File: src/rtl/sfp_vec3_rsqrt.sv
`default_nettype none
// +----------------------------------------------------------------------------+
// | Module      : sfp_vec3_rsqrt                                               |
// | Description : Iterative Newton-Raphson reciprocal square root, y=1/sqrt(x) |
// |               Signed fixed point, valid/ready on both sides, one operand   |
// |               in flight, one multiplier shared across SQ/MUL/UPD steps.    |
// | Options     : SFP_RSQRT_EARLY_EXIT_EN - leave the loop as soon as y stops  |
// |               changing (result is bit-identical, latency shrinks).         |
// | Revision    : 1.0 - initial release                                        |
// +----------------------------------------------------------------------------+
module sfp_vec3_rsqrt #(
    parameter int IW    = 8,
    parameter int QW    = 16,
    parameter int OIW   = 4,
    parameter int OQW   = 16,
    parameter int GW    = 4,
    parameter int ITERS = 4
) (
    input  logic                 clk,
    input  logic                 rst_n,
    input  logic [IW+QW-1:0]     in_val,
    input  logic                 in_valid,
    output logic                 in_ready,
    output logic [OIW+OQW-1:0]   out_val,
    output logic                 out_valid,
    input  logic                 out_ready,
    output logic                 clipping,
    output logic                 err
);
    localparam int c_xw  = IW + QW;
    localparam int c_ow  = OIW + OQW;
    localparam int c_yi  = OIW + 2;           // integer bits of y
    localparam int c_yf  = OQW + GW;          // fractional bits of y and t
    localparam int c_yw  = c_yi + c_yf;
    // t keeps extra integer headroom: y*y for y near the top of the output
    // range would overflow y's own format before x*t brings it back near 1.
    localparam int c_tw  = 2 * c_yi + c_yf;
    localparam int c_pw  = 2 * c_tw;
    localparam int c_rw  = c_yw + 1 - GW;
    localparam int c_sw  = c_yw + 1;
    localparam logic [c_tw-1:0] c_three   = c_tw'(3) << c_yf;
    // Any x at or below this gives 1/sqrt(x) >= 2^(OIW-1): known to clip.
    localparam logic [c_xw-1:0] c_clip_x  = c_xw'(1) << (QW - 2 * (OIW - 1));
    localparam logic [c_ow-1:0] c_out_max = {1'b0, {(c_ow-1){1'b1}}};
    localparam logic [c_rw-1:0] c_rnd_max = c_rw'(c_out_max);
    localparam logic [c_sw-1:0] c_half    = c_sw'(1) << (GW - 1);
    localparam logic [3:0]      c_iters   = 4'(ITERS);

    typedef enum logic [2:0] {
        S_IDLE = 3'd0,
        S_SEED = 3'd1,
        S_SQ   = 3'd2,
        S_MUL  = 3'd3,
        S_UPD  = 3'd4,
        S_DONE = 3'd5
    } state_t;

    state_t                 r_state, w_next;
    logic [c_xw-1:0]        r_x;
    logic [c_yw-1:0]        r_y;
    logic [c_tw-1:0]        r_t;
    logic [3:0]             r_k;
    logic                   r_sat;

    logic signed [c_tw-1:0] w_mul_a, w_mul_b;
    logic signed [c_pw-1:0] w_prod;
    logic [c_yw-1:0]        w_y_upd;
    logic [3:0]             w_k_inc;
    logic                   w_last;
    logic                   w_x_nonpos;
    logic [7:0]             w_msb;
    logic signed [7:0]      w_exp, w_half_exp;
    logic [7:0]             w_pos;
    logic [c_yw-1:0]        w_seed;
    logic [c_sw-1:0]        w_ysum;
    logic [c_rw-1:0]        w_rnd;
    logic                   w_over;
    logic                   w_unused;

    // Seed: exponent of x from its leading one, y0 = 2^-ceil(e/2)
    always_comb begin
        w_msb = '0;
        for (int i = 0; i < c_xw - 1; i++) begin
            if (r_x[i]) w_msb = 8'(i);
        end
        w_exp      = $signed(w_msb - 8'(QW));
        w_half_exp = (w_exp + 8'sd1) >>> 1;
        w_pos      = 8'(c_yf) - $unsigned(w_half_exp);
        w_seed     = c_yw'(1) << w_pos;
    end

    // Shared multiplier operand select: SQ y*y, MUL x*t, UPD y*(3-t)
    always_comb begin
        w_mul_a = $signed({{(c_tw-c_yw){r_y[c_yw-1]}}, r_y});
        w_mul_b = w_mul_a;
        case (r_state)
            S_MUL: begin
                w_mul_a = $signed({{(c_tw-c_xw-GW){r_x[c_xw-1]}}, r_x, {GW{1'b0}}});
                w_mul_b = $signed(r_t);
            end
            S_UPD:   w_mul_b = $signed(c_three - r_t);
            default: ;
        endcase
    end

    assign w_prod     = w_mul_a * w_mul_b;
    // Floor back to y format; the extra bit of shift is the /2 of the update.
    assign w_y_upd    = w_prod[c_yf+1 +: c_yw];
    assign w_k_inc    = r_k + 4'd1;
    assign w_x_nonpos = r_x[c_xw-1] || (r_x == '0);

`ifdef SFP_RSQRT_EARLY_EXIT_EN
    assign w_last = (w_k_inc >= c_iters) || (w_y_upd == r_y);
`else
    assign w_last = (w_k_inc >= c_iters);
`endif

    // Round half up by dropping the guard bits, then range check
    assign w_ysum   = {r_y[c_yw-1], r_y} + c_half;
    assign w_rnd    = w_ysum[c_yw:GW];
    assign w_over   = $signed(w_rnd) > $signed(c_rnd_max);
    assign w_unused = ^{w_prod[c_yf-1:0], w_prod[c_pw-1:c_yf+c_tw], w_ysum[GW-1:0]};

    // State register
    always_ff @(posedge clk or negedge rst_n) begin
        if (!rst_n) r_state <= S_IDLE;
        else        r_state <= w_next;
    end

    // Next-state and input handshake
    always_comb begin
        w_next   = r_state;
        in_ready = rst_n && (r_state == S_IDLE);
        case (r_state)
            S_IDLE:  if (in_valid) w_next = S_SEED;
            S_SEED:  w_next = w_x_nonpos ? S_DONE : S_SQ;
            S_SQ:    w_next = S_MUL;
            S_MUL:   w_next = S_UPD;
            S_UPD:   w_next = w_last ? S_DONE : S_SQ;
            S_DONE:  if (out_valid && out_ready) w_next = S_IDLE;
            default: w_next = S_IDLE;
        endcase
    end

    // Datapath and registered outputs
    always_ff @(posedge clk or negedge rst_n) begin
        if (!rst_n) begin
            r_x       <= '0;
            r_y       <= '0;
            r_t       <= '0;
            r_k       <= '0;
            r_sat     <= 1'b0;
            out_val   <= '0;
            out_valid <= 1'b0;
            clipping  <= 1'b0;
            err       <= 1'b0;
        end else begin
            case (r_state)
                S_IDLE: begin
                    if (in_valid) begin
                        r_x   <= in_val;
                        r_sat <= 1'b0;
                        err   <= 1'b0;
                    end
                end
                S_SEED: begin
                    r_k <= '0;
                    if (w_x_nonpos) begin
                        err <= 1'b1;
                    end else begin
                        // Clipping inputs iterate on y=0 so latency stays fixed
                        r_sat <= (r_x <= c_clip_x);
                        r_y   <= (r_x <= c_clip_x) ? '0 : w_seed;
                    end
                end
                S_SQ, S_MUL: r_t <= w_prod[c_yf +: c_tw];
                S_UPD: begin
                    r_y <= w_y_upd;
                    r_k <= w_k_inc;
                end
                S_DONE: begin
                    if (!out_valid) begin
                        out_valid <= 1'b1;
                        if (err) begin
                            out_val  <= c_out_max;
                            clipping <= 1'b0;
                        end else if (r_sat || w_over) begin
                            out_val  <= c_out_max;
                            clipping <= 1'b1;
                        end else begin
                            out_val  <= w_rnd[c_ow-1:0];
                            clipping <= 1'b0;
                        end
                    end else if (out_ready) begin
                        out_valid <= 1'b0;
                    end
                end
                default: ;
            endcase
        end
    end

endmodule
`default_nettype wire

File: config.mk
export PLATFORM = sky130hd
export DESIGN_NAME = sfp_vec3_rsqrt
export DESIGN_NICKNAME = d
export VERILOG_FILES = /design/src/rtl/sfp_vec3_rsqrt.sv
export SDC_FILE = /design/constraint.sdc
export NUM_CORES = 2
export LEC_CHECK = 0
export ABC_AREA = 1
export CAP_MARGIN = 10
export CORE_UTILIZATION = 66
export CTS_CLUSTER_SIZE = 10
export DETAILED_ROUTE_END_ITERATION = 12
export PLACE_DENSITY = 0.83
export SYNTH_ARGS = -nofsm -noshare
export SYNTH_HDL_FRONTEND = slang
export SYNTH_SLANG_ARGS = --single-unit
File: constraint.sdc
create_clock -name clk -period 15.1 [get_ports clk]
set_clock_uncertainty 0.1 [all_clocks]
set_input_delay 1.51 -clock clk [delete_from_list [all_inputs] [get_ports clk]]
set_output_delay 1.51 -clock clk [all_outputs]
set_load 0.005 [all_outputs]
# == Yosys cells after proc, flatten, opt, wreduce, memory -nomap -nowiden ==
# Index checks and enable logic that the tools add are counted.
# op_classes
mux,44
shift,1
n_mul,1
n_eq_ne,9
n_reduce_logical,15
n_addsub,6
magnitude_cmp,3
n_bitwise,1
# ops
cell,count
8-bit two-way mux,18
32-bit one-hot mux with 2 select lines,1
32-bit by 32-bit multiplier with 52-bit output,1
26-bit two-way mux,2
26-bit one-hot mux with 2 select lines,1
20-bit two-way mux,2
32-bit two-way mux,1
22-bit by 32-bit subtractor with 32-bit output (first input constant),1
26-bit by 5-bit adder with 27-bit output (second input constant),1
1-bit by 8-bit << shifter with 26-bit output (first input constant),1
24-bit by 11-bit <= comparator with 1-bit output (second input constant),1
24-bit logical NOT,1
23-bit by 20-bit greater-than comparator with 1-bit output (second input constant),1
3-bit one-hot mux with 6 select lines,1
3-bit two-way mux,5
8-bit by 2-bit adder with 8-bit output (second input constant),1
1-bit two-way mux,8
2-bit != test (second input constant),4
4-bit one-hot mux with 2 select lines,1
2-bit AND reduction,4
6-bit by 7-bit subtractor with 8-bit output (first input constant),1
8-bit by 5-bit subtractor with 8-bit output (second input constant),1
3-bit by 2-bit == test with 1-bit output (second input constant),2
3-bit == test (second input constant),2
other kinds (12),18
# totals
output_inout_bits,24
register_bits,113
in_bits,28
word_cells,90

# == Longest topological paths before layout ==
# logic_depth
word_depth,29
ltp_mapped,44
mapped_depth_nobuf,43

# == Least setup slack after synthesis ==
# Ideal clock, no wire load.
# synth_timing
path_type,register to register
from,reg r_state[1]
to,reg r_t[25]
setup_ns,0.132
slack_ns,6.684
t_required_ns,14.868
arrival_time_ns,8.184
period_less_slack_ns,8.416
path_stages_with_launch,40
path_cell_list,dfrtp_1 inv_1 nor2_1 nand2_1 buf_4 buf_4 buf_2 buf_2 buf_1 nand2_1 o21ai_1 buf_2 nand2_1 fa_1 inv_1 fa_1 inv_1 fa_1 (+4 left out) fa_1 inv_1 fa_1 inv_1 fa_1 inv_1 ha_1 nand4_1 nor3_1 nand2_1 o21ai_1 a21boi_1 o21ai_2 a21oi_1 o21ai_0 nand2_1 nand3_1 o21ai_0
# synth_via
elab_chain_cells,3
word_cells_on_any_way,7
classes_between,mul (1); eq/ne (3); mux (2); reduce/logical (1)
# synth_lines
element,line,rtl
start: declaration,58,"state_t r_state, w_next;"
start signal: assignment,127,else r_state <= w_next;
3-bit == test / 3-bit by 2-bit == test with 1-bit output (equally long branches),"96, 158",
32-bit one-hot mux with 2 select lines / 32-bit two-way mux (equally long branches),96,case (r_state)
32-bit by 32-bit multiplier with 52-bit output,106,assign w_prod = w_mul_a * w_mul_b;
end signal: assignment,176,"S_SQ, S_MUL: r_t <= w_prod[c_yf +: c_tw];"
end: declaration,61,logic [c_tw-1:0] r_t;
# Parallel ways exist; a longest one is shown, timed or not.
# A chain may end at the register's enable or synchronous reset.

# == Worst setup path after layout ==
# layout_timing
from,reg r_state[2]
to,reg r_y[14]
# layout_via
elab_chain_cells,4
word_cells_on_any_way,10
classes_between,mul (1); eq/ne (4); mux (3); reduce/logical (2)
# layout_lines
element,line,rtl
3-bit == test / 3-bit by 2-bit == test with 1-bit output (equally long branches),"96, 158",
32-bit one-hot mux with 2 select lines / 32-bit two-way mux (equally long branches),96,
32-bit by 32-bit multiplier with 52-bit output,106,
26-bit one-hot mux with 2 select lines,158,case (r_state)
end signal: assignment,173,r_y <= (r_x <= c_clip_x) ? '0 : w_seed;
end signal: assignment,178,r_y <= w_y_upd;
end: declaration,60,logic [c_yw-1:0] r_y;
# Parallel ways exist; a longest one is shown, timed or not.

==> metrics.md <==
| Metric | Value |
|---|---|
| Post-Syn Area | 0.03608 sq mm |
| Most common cell after layout, fill and taps aside | inv_1 |
| Routed Wire Length | ~120000 um |
| Commonest cells after routing, fill and taps aside | 1143 x inv_1, 967 x nand2_1, 862 x fa_1 |
| Clock tree buffer depth | 2 |
| H-tree depth | 4 |
| RSZ-0062 raised after global routing | false |
| Part of the cycle the worst path needs | 0.7621 |
| Netlist cell types | between 50 and 60 |
| Die width | ~240 um |
| Clock sink total | approximately 110 |
| GP Congestion | about 1.0 |
| Number of setup buffers added after CTS | 0 |
| Final nets | around 5500 |
| Share of the synthesized area in the top cell type | 0.4782 |
| TritonCTS clock tree | done |
| Worst-Skew Late Latency | 420 ps |
| Sequential share of the synthesized area | 0.07837 |
| EDFF count, synth | 0 |
| Post-synth top area cell | fa_1 |
| Initial Utilization | 0.6692 |
| Max_slew headroom | 0.1454 |
| Synthesized area per cell | 8.071 sq um |
| Synth Flop Type | dfrtp_1 |
| Area growth syn-to-layout | 5.212% |
| Worst path slowest cell | inv_1 |
| Detailed-placement wirelength estimate | about 94000 um |
| Worst setup margin | around 3600 ps |
| Number of CTS-inserted buffers | 17 |
| Vias in the first global route | between 30000 and 40000 |
| Outcome | completed |
| CP Max Fanout | 50 |
| Flop and latch count out of synthesis | between 100 and 150 |
| Largest net degree at the start of global routing | 68 |
| IO Port Bufs | 51 |
| Clk root buf | clkbuf_16 |
| DR vias | 30560 |
| GRT overflow | 0 |
| Core area | between 0.05 and 0.06 sq mm |
| Fin. max-slew vios | 0 |
| Cts hold-fix bufs | 0 |
| Crit path time final | about 12000 ps |
| Drt wl/cell | 22.84 um |
| Final Hold Viols | 0 |
| Place WS | about 3900 ps |
| Final setup vio count | 0 |
| Die ar. | between 0.05 and 0.06 sq mm |
| F_max | slightly below 0.09 GHz |
| Post_cts resized | 0 |
| Largest cells by area after synthesis | fa_1 48%, inv_1 12%, nand2_1 10%, dfrtp_1 7.8%, ha_1 5.9% |
| Reg clk slew, reported paths | approximately 60 ps |
| Synth Warn # | 0 |
| Syn Nets | ~5500 |
| Initial detailed-routing violation count | 3219 |
| Max_cap viols | 0 |
| ANT cells | 0 |
| Cell mode on critical path | fa_1 |
| # DRC | 0 |
| Crit path largest cell delay | 1150 ps |
| WP data required | between 15000 and 20000 ps |
| Layout cell share with drive strength beyond 1 | 0.03304 |
| Antenna-violating nets left | 0 |
| Fin Hold WS | approximately 390 ps |
| Hold crit path type | reg2reg |
| Cells after synthesis | ~4500 |
| Rows | between 80 and 90 |
| Measured slew at the worst slew-check pin | ~1300 ps |
| GRT Total Usage | 0.4447 |
| Setup TNS | 0 ps |
| Boundary Pins | 52 |
| Critical path class | reg2reg |
| Async SR Flop Fraction | 1.000 |
| Worst setup EP type | register |
| Crit path DAT | between 10000 and 15000 ps |
| TritonRoute pass-1 iters | 6 |
| Die Height | 235.8 um |
| First-pass GRT wire length | between 150000 and 200000 um |
| Setup crit start kind | register |
| Initial antenna violation count | 0 |
| Via density | ~5.9 |
[per-layer routing]
metal	vias up	track usage	wire, um
met1	14980	0.5815	41800
met2	2105	0.6695	51350
met3	529	0.1116	14870
li1	12950	-	-
met4	0	0.2797	9495
met5	-	0	0
[registers in the layout, indices dropped and copies added, names as in the netlist, 3 cells and up]
name and cells:
r_k 4, r_state 3, r_x 24, r_y 26, out_val 20, r_t 32
[critical path: cells and delay by family, from the launching register on]
| family | cells | cell delay (ps) |
|---|---|---|
| fa+ha+maj | 9 | 4410 |
| buf+inv | 8 | 2750 |
| simple gates | 5 | 860 |
| flops | 1 | 420 |
| compound gates | 10 | 2740 |
[cell families (layout without fill, tap and decap cells)]
group / Yosys count / in the layout / share of synthesized area
AO/OA/AOI/OAI: 350 / 350 / 0.05489
XOR/XNOR: 47 / 47 / 0.01141
flip-flops: 113 / 113 / 0.07837
buffers and inverters: 1327 / 1305 / 0.1390
adder cells (fa/ha/maj): 1033 / 1033 / 0.5375
AND/OR/NAND/NOR: 1601 / 1601 / 0.1788
[per-stage QoR]
| stage | cells | area, sq um | util |
|---|---|---|---|
| 2_1_floorplan | 4471 | 36080 | - |
| 3_3_place_gp | 5114 | 37340 | 0.6926 |
| 6_report | 5145 | 37960 | 0.7041 |
| 4_1_cts | 5145 | 37960 | 0.7041 |
| 3_5_place_dp | 5114 | 37340 | 0.6926 |
| 5_1_grt | 5145 | 37960 | 0.7041 |
[final timing paths]
| path | slack [ps] | cells past startpoint | start | to |
|---|---|---|---|---|
| max | 3590 | 32 | r_state[2]$_DFFE_PN0P_ | r_y[14]$_DFFE_PN0P_ |
| min | 390 | 2 | clipping$_DFFE_PN0P_ | clipping$_DFFE_PN0P_ |
| max reg2reg | 3590 | 32 | r_state[2]$_DFFE_PN0P_ | r_y[14]$_DFFE_PN0P_ |
| min reg2reg | 390 | 2 | clipping$_DFFE_PN0P_ | clipping$_DFFE_PN0P_ |
| max in group asynchronous | 12600 | 2 | rst_n | r_t[0]$_DFFE_PN0P_ |
| min in group asynchronous | 1000 | 1 | rst_n | r_k[0]$_DFFE_PN0P_ |
[synthesized netlist by cell type (4+ instances only)]
master,number
clkinv_1,15
a31oi_1,13
buf_1,7
o22ai_1,13
nand3b_1,10
nand4_1,27
or2_2,6
clkbuf_1,135
o21ai_0,151
nor2_1,402
nand3_1,135
o311ai_0,10
o211ai_1,7
o221ai_1,4
fa_1,862
buf_2,15
ha_1,171
o21ai_1,24
dfrtp_1,113
inv_1,1143
a21oi_1,90
o21a_1,10
xnor2_1,23
xor2_1,24
nor4_1,4
nand2_1,968
buf_4,4
inv_2,8
nor3_1,30
[area by class of cell]
| cell class | instances | area, sq um |
|---|---|---|
| Inverter | 1166 | 4377 |
| Fill cell | 4217 | 15960 |
| Timing Repair Buffer | 108 | 935.9 |
| Sequential cell | 113 | 2828 |
| Clock inverter | 10 | 158.9 |
| Multi-Input combinational cell | 3031 | 28330 |
| Clock buffer | 21 | 460.4 |
| Tap cell | 696 | 870.8 |
Power is left out: the tool's default activity adds up to more than one toggle a clock period on the data nets, which glitch-free logic cannot reach.
